`src/rtl/clock_divider_ctrl.sv`:
```
// Run controller for a toggling clock divider: start/stop, glitch-free rate change at wraps,
// optional fixed-length bursts (enabled by defining DIVCTRL_BURST_EN).
module clock_divider_ctrl #(
    parameter int          COUNT_WIDTH = 24,
    parameter int unsigned DEFAULT_MAX = 5999999,
    parameter int          BURST_WIDTH = 8
) (
    input  logic                   clk,
    input  logic                   rst,
    input  logic                   start,
    input  logic                   stop,
    input  logic                   cfg_valid,
    output logic                   cfg_ready,
    input  logic [COUNT_WIDTH-1:0] cfg_max,
    input  logic [BURST_WIDTH-1:0] burst_len,
    output logic                   out,
    output logic                   tick,
    output logic                   busy,
    output logic                   done
);

`ifdef DIVCTRL_BURST_EN
    localparam bit BURST_EN = 1'b1;
`else
    localparam bit BURST_EN = 1'b0;
`endif

    typedef enum logic [1:0] {
        IDLE  = 2'd0,
        RUN   = 2'd1,
        DRAIN = 2'd2
    } state_t;

    state_t                 state_reg, state_next;
    logic [COUNT_WIDTH-1:0] count_reg, count_next;
    logic [COUNT_WIDTH-1:0] active_max_reg, active_max_next;
    logic [COUNT_WIDTH-1:0] shadow_max_reg, shadow_max_next;
    logic                   pending_reg, pending_next;
    logic [BURST_WIDTH-1:0] toggle_cnt_reg, toggle_cnt_next;
    logic [BURST_WIDTH-1:0] burst_reg, burst_next;
    logic                   out_reg, out_next;
    logic                   tick_reg, tick_next;
    logic                   busy_reg, busy_next;
    logic                   done_reg, done_next;

    logic wrap;
    logic cfg_fire;
    logic copy;
    logic toggle;
    logic end_by_toggle;

    // Outputs are registered one cycle ahead: tick/out reflect the cycle in which
    // count equals active_max, so the toggle is computed from the next-state count.
    always_comb begin
        state_next      = state_reg;
        count_next      = count_reg;
        toggle_cnt_next = toggle_cnt_reg;
        burst_next      = burst_reg;
        out_next        = out_reg;
        tick_next       = 1'b0;
        toggle          = 1'b0;
        end_by_toggle   = 1'b0;

        wrap     = (state_reg != IDLE) && (count_reg == active_max_reg);
        cfg_fire = cfg_valid && !pending_reg;
        copy     = pending_reg && ((state_reg == IDLE) || wrap);

        shadow_max_next = cfg_fire ? cfg_max : shadow_max_reg;
        active_max_next = copy ? shadow_max_reg : active_max_reg;
        pending_next    = cfg_fire || (pending_reg && !copy);

        case (state_reg)
            IDLE: begin
                count_next = '0;
                out_next   = 1'b0;
                if (start && !stop) begin
                    state_next      = RUN;
                    toggle_cnt_next = '0;
                    burst_next      = burst_len;
                end
            end
            RUN: begin
                count_next = wrap ? '0 : count_reg + COUNT_WIDTH'(1);
                if (stop) begin
                    state_next = out_reg ? DRAIN : IDLE;
                end
            end
            DRAIN: begin
                count_next = wrap ? '0 : count_reg + COUNT_WIDTH'(1);
            end
            default: begin
                state_next = IDLE;
                count_next = '0;
                out_next   = 1'b0;
            end
        endcase

        if (state_next != IDLE) begin
            toggle = (count_next == active_max_next);
            if (toggle) begin
                // A draining run ends on the toggle that brings out back low.
                if ((state_next == DRAIN) && out_next) begin
                    end_by_toggle = 1'b1;
                end
                out_next        = !out_next;
                tick_next       = 1'b1;
                toggle_cnt_next = toggle_cnt_next + BURST_WIDTH'(1);
                if (BURST_EN && (burst_next != '0) && (toggle_cnt_next == burst_next)) begin
                    end_by_toggle = 1'b1;
                end
            end
        end

        if (end_by_toggle) begin
            state_next = IDLE;
            count_next = '0;
        end

        busy_next = (state_next != IDLE);
        done_next = (state_next == IDLE) && ((state_reg != IDLE) || end_by_toggle);
    end

    always_ff @(posedge clk or posedge rst) begin
        if (rst) begin
            state_reg      <= IDLE;
            count_reg      <= '0;
            active_max_reg <= COUNT_WIDTH'(DEFAULT_MAX);
            shadow_max_reg <= COUNT_WIDTH'(DEFAULT_MAX);
            pending_reg    <= 1'b0;
            toggle_cnt_reg <= '0;
            burst_reg      <= '0;
            out_reg        <= 1'b0;
            tick_reg       <= 1'b0;
            busy_reg       <= 1'b0;
            done_reg       <= 1'b0;
        end else begin
            state_reg      <= state_next;
            count_reg      <= count_next;
            active_max_reg <= active_max_next;
            shadow_max_reg <= shadow_max_next;
            pending_reg    <= pending_next;
            toggle_cnt_reg <= toggle_cnt_next;
            burst_reg      <= burst_next;
            out_reg        <= out_next;
            tick_reg       <= tick_next;
            busy_reg       <= busy_next;
            done_reg       <= done_next;
        end
    end

    assign cfg_ready = !pending_reg;
    assign out       = out_reg;
    assign tick      = tick_reg;
    assign busy      = busy_reg;
    assign done      = done_reg;

endmodule

```
`config.mk`:
```
export PLATFORM = sky130hd
export DESIGN_NAME = clock_divider_ctrl
export DESIGN_NICKNAME = d
export VERILOG_FILES = /design/src/rtl/clock_divider_ctrl.sv
export SDC_FILE = /design/constraint.sdc
export NUM_CORES = 1
export LEC_CHECK = 0
export ABC_AREA = 1
export BUFFER_PORTS_ARGS = -buffer_cell sky130_fd_sc_hd__buf_2
export CAP_MARGIN = 0
export CORE_MARGIN = 4
export CORE_UTILIZATION = 40
export DETAILED_ROUTE_END_ITERATION = 10
export GPL_TIMING_DRIVEN = 1
export HOLD_SLACK_MARGIN = 0.05
export PLACE_DENSITY = 0.61
export RECOVER_POWER = 50
export SYNTH_ARGS = -nofsm -noshare
export SYNTH_HDL_FRONTEND = slang
export SYNTH_SLANG_ARGS = --single-unit
```
`constraint.sdc`:
```
create_clock -name clk -period 4.4 [get_ports clk]
set_clock_uncertainty 0.2 [all_clocks]
set_input_delay 0.66 -clock clk [delete_from_list [all_inputs] [get_ports clk]]
set_output_delay 0.66 -clock clk [all_outputs]
set_load 0.03 [all_outputs]
```
======== Word-level counts from Yosys, hierarchy flattened ========
Index checks and enable logic that the tools add are counted.
W data, S select, Z words.
word-level totals
  input port bits ......................... 37
  flip-flop bits (word level) ............. 79
  output and inout port bits .............. 5
  word-level logic and storage cells ...... 52
cells by class
  multiplexer cells ....................... 17
  $add $sub $neg .......................... 1
  equality and inequality tests ........... 5
  reductions and logical operators ........ 20
operators with widths
  cell                     count
  $mux W24                 4
  $eq A24 B24 Y1           2
  $add A24 B1 Y24 const B  1
  $mux W1                  8
  $mux W2                  4
  $logic_and A1 B1 Y1      7
  $pmux W2 S3              1
  $reduce_bool A2 Y1       3
  $eq A2 B2 Y1 const B     2
  $logic_not A1 Y1         4
  $logic_not A2 Y1         2
  $logic_or A1 B1 Y1       3
  $eq A2 B1 Y1 const B     1
  $reduce_or A2 Y1         1

======== Logic depth before layout (Yosys ltp) ========
  depth in word-level cells ............... 12
  mapped depth ............................ 23
  depth with buffers taken out ............ 22

======== Least setup slack after synthesis ========
Ideal clock, no wire load.
  path type ............................... register to register
  from .................................... register state_reg[0]
  to ...................................... register count_reg[12]
  path slack .............................. 1,729 ps
  data arrival time ....................... 2,350 ps
  buffers on the path ..................... 3
  setup time .............................. 121 ps
  cell stages (with the launch flop) ...... 15
  required time ........................... 4,079 ps
  clock period less this slack ............ 2,671 ps
  cells stage by stage .................... dfrtp_1 -> inv_1 -> ha_1 -> clkbuf_1 -> buf_1 -> nand4_1 -> nand3_1 -> nand2_1 -> nor2_1 -> nand2_1 -> nor2_1 -> nand3_2 -> nor2_4 -> buf_6 -> nor2_2
between the ends
  cells in the longest elaborated chain, start to end .. 9
  elaborated cells between the ends (all ways) .. 23
  classes of those cells .................. 4 x eq/ne; 11 x mux; 8 x reduce/logical
ends and longest elaborated chain
  what                    RTL line  source
  from (decl)             34        state_t state_reg, state_next;
  from (signal assigned)  137       state_reg <= state_next;
  $reduce_bool A2 Y1      64        wrap = (state_reg != IDLE) && (count_reg == active_max_reg);
  $logic_and A1 B1 Y1     64
  $logic_or A1 B1 Y1      66        copy = pending_reg && ((state_reg == IDLE) || wrap);
  $logic_and A1 B1 Y1     66
  $mux W24                69        active_max_next = copy ? shadow_max_reg : active_max_reg;
  $eq A24 B24 Y1          99        toggle = (count_next == active_max_next);
  $mux W1                 100       if (toggle) begin
  $mux W1                 98        if (state_next != IDLE) begin
  $mux W24 (*)            114       if (end_by_toggle) begin
  net count_next[12]      35        logic [COUNT_WIDTH-1:0] count_reg, count_next;
  to (signal assigned)    138       count_reg <= count_next;
  to (decl)               35
The timed path passes the listed nets; every way through them passes the cells marked *.
A chain may end at the register's enable or synchronous reset.

======== Worst setup path after layout ========
  from .................................... register count_reg[0]
  to ...................................... register count_reg[12]
between the ends
  cells in the longest elaborated chain, start to end .. 9
  elaborated cells between the ends (all ways) .. 12
  classes of those cells .................. 1 x add/sub; 2 x eq/ne; 6 x mux; 3 x reduce/logical
ends and longest elaborated chain
  what                                                     RTL line
  branches (longest 8 deep; another with $add A24 B1 Y24)  --
  $mux W24 (*)                                             114
  net count_next[12]                                       35
Mark *: on every way through the listed nets, which the timed path passes.

==> out/results.ini <==
[worst_setup_path]
startpoint=count_reg[0]
cp_max_fo=19
cp_common_cell=nand2_1
start_kind=register
r2r_cells=19
slowest_stage=dfrtp_1
reg2reg_slack_ns=0.75
crit_chain=ha_1 -> nand3_1 -> inv_2 -> nand2_1 -> nor3b_2 -> nand2_1 -> o21ai_1 -> nor2_1 -> nand2_1 -> inv_1 -> nand2_1 -> nand2_1 -> nor2_1 -> nand2_1 -> nor2_1 -> nand3_2 -> nor2_4 -> buf_12 -> nor2_2
critPathArrivalTime_ns=3.67
slowest_delay_ns=0.50
path_class=reg2reg
cp.required_ns=4.42
r2r-end=count_reg[12]
critPathCaptureType=register
timing.rr.start=count_reg[0]
worstSetupEndpoint=count_reg[12]

[global_routing]
grt_remaining_overflow=0
grt_pass1_vias=4274
grt_first_pass_wirelength_mm=21.4
antenna_found_initial=0
track_usage=0.184
grt_max_degree=59

[layout]
fillers=1345
diodes=0
layout-drive-gt1-share=0.173
multi_input_area_um2=2550
nets=852
syn_to_final_growth_pct=12.2
register_area_um2=2020

[cts]
cts_buffer_depth=2
root_buffer=clkbuf_16
holdBufCountCts=0
cts_tree=done
cts_htree_levels=3
cts_sinks=79
cts-buffers-inserted=9
cts_setup_buffers=0
clkLatencyLatePin_ns=0.34
path_clk_slew_ns=0.07
cts_resized=0

[routing]
first_pass_iters=5
vias_per_cell=4.67
avgRoutedWirePerCell_um=13.2
wl_mm=13.0
ant_nets=0
drc=0
drt_iter0_drc=323
route.vias.total=4608

[timing]
setup_viol=0
fin_setup_tns_ns=0
finalHoldViolCount=0
rsz0062_at_grt=no
slew_headroom=-0.735
worstMarginPinSlew_ns=2.59
max_freq_mhz=274
slew_viol_final=59
period_needed_ns=3.65
post-route-period-util=0.829

[status]
violations=max-capacitance violations, max-slew violations
status=finished with violations

[pwr]
p_seq_frac=0.349
comb_power_share=0.404
pwr-share-clk=0.248
p_switching_mw=1.38
p_leak_nw=3.08
power_mw=3.36
switching_share=0.411
power.internal_mw=1.98
powerDensity_nw_per_um2=578
peakVddDrop_mv=0.294

[floorplanning]
fp.dieW_um=122
core_um2=12700
dieArea_um2=14900
initial_utilization=0.409
die-height_um=122
num_rows=41
pin_count=42

[synth]
synth_cells=776
yosysUniqueCellTypes=35
synth_area_um2=5190
yosys_most_used_dff=dfrtp_1
synth_edf_count=0
avgSynthCellArea_um2=6.68
ys_ff_latch=79
async_reset_ff_frac=1.00
syn_nets=818
seq_area_frac_synth=0.389
yosysWarnings=0

[place]
place.gp.congestion=0.898
dp_hpwl_mm=10.0
numPortBuffers=33

[hold_path]
holdCritPathClass=reg2reg

[run]
drv_cap=1

## cell usage in the layout, fill, tap and decap left out, types with 2 or more instances in the layout
cell        Yosys  layout
o21ai_0         5       5
dfstp_2        32      32
bufinv_16       0       2
clkinvlp_4      0       2
nor2_1         92      92
nand3b_1        4       4
inv_2           8       8
dfrtp_1        47      47
and3_1          2       2
nand2_1       287     287
inv_1         118     117
clkbuf_16       0       9
a21oi_1        21      21
buf_2           0      30
ha_1            5       5
buf_4           2       6
nand2_4         2       2
mux2_2          6       6
nand2_2         3       3
nor2_2         24      24
xor2_1         11      11
or2_2           2       2
nand4_1         8       8
clkbuf_1        7       4
nor3_1          6       6
nand3_1        61      61
nand3_2         5       5
## through the flow
step	setup slack, ns	utilization	std cells	hold WS (ns)	cell area, µm²
after detailed placement	0.754	0.434	971	0.269	5500
after CTS	0.719	0.460	987	0.279	5830
final	0.752	0.459	987	0.279	5820
after global routing	0.414	0.459	987	0.300	5820
after global placement	0.777	0.434	971	0.263	5500
after floorplan	1.57	-	776	0.251	5190
## final cells by class
class	instances	area share
Sequential cell	79	0.347
Inverter	126	0.0815
Multi-Input combinational cell	553	0.439
Timing Repair Buffer	41	0.0396
Clock buffer	9	0.0387
Tap cell	172	0.0370
Clock inverter	7	0.0178
## cells in the mapped netlist, types with 6 or more instances
| master | number | area [µm²] |
|---|---|---|
| a21oi_1 | 21 | 105 |
| nor2_1 | 92 | 345 |
| clkbuf_1 | 7 | 26.3 |
| inv_1 | 118 | 443 |
| nor2_2 | 24 | 150 |
| inv_2 | 8 | 30.0 |
| nand2_1 | 287 | 1080 |
| dfstp_2 | 32 | 841 |
| mux2_2 | 6 | 67.6 |
| dfrtp_1 | 47 | 1180 |
| xor2_1 | 11 | 96.3 |
| nand4_1 | 8 | 50.1 |
| nand3_1 | 61 | 305 |
| nor3_1 | 6 | 30.0 |
| buf_6 | 7 | 78.8 |
## kinds of logic (layout without fill, tap and decap cells)
group           after synthesis  after routing  synth area share
fa+ha+maj                     5              5            0.0121
buf+inv                     144            183             0.119
simple gates                501            501             0.418
flops                        79             79             0.389
mux                           6              6            0.0130
xor+xnor                     11             11            0.0186
compound gates               30             30            0.0311
## critical path, delay by kind of cell (launching register included)
family                     cells  cell delay [ns]
AOI/OAI and AO/OA              1             0.12
adders and majority gates      1             0.36
and+or+nand+nor               14             1.91
DFF                            1             0.50
buffers and inverters          3             0.41
## power groups by stage
stage / combinational [mW] / clock, mW / sequential (mW)
6_report: 1.36 / 0.833 / 1.17
5_1_grt: 1.56 / 0.879 / 1.20
4_1_cts: 1.37 / 0.845 / 1.17
3_5_place_dp: 1.36 / 0 / 1.18
3_3_place_gp: 1.35 / 0 / 1.18
2_1_floorplan: 1.07 / 0 / 1.17
## layer usage
layer	global-route usage	part of all wire	vias up	wire length, µm
li1	-	-	2430	-
met1	0.252	0.48	2044	6220
met2	0.296	0.45	113	5890
met3	0.0418	0.053	21	696
met4	0.0497	0.018	0	231
met5	0	0	-	0
## worst min-delay path by stage
stage / start / to / depth (start not counted)
2_1_floorplan: shadow_max_reg[10] / shadow_max_reg[10] / 2
3_3_place_gp: shadow_max_reg[19] / shadow_max_reg[19] / 2
3_5_place_dp: shadow_max_reg[10] / shadow_max_reg[10] / 2
4_1_cts: shadow_max_reg[10] / shadow_max_reg[10] / 2
5_1_grt: shadow_max_reg[20] / shadow_max_reg[20] / 2
6_report: shadow_max_reg[10] / shadow_max_reg[10] / 2
(Power assumes the default switching activity.)
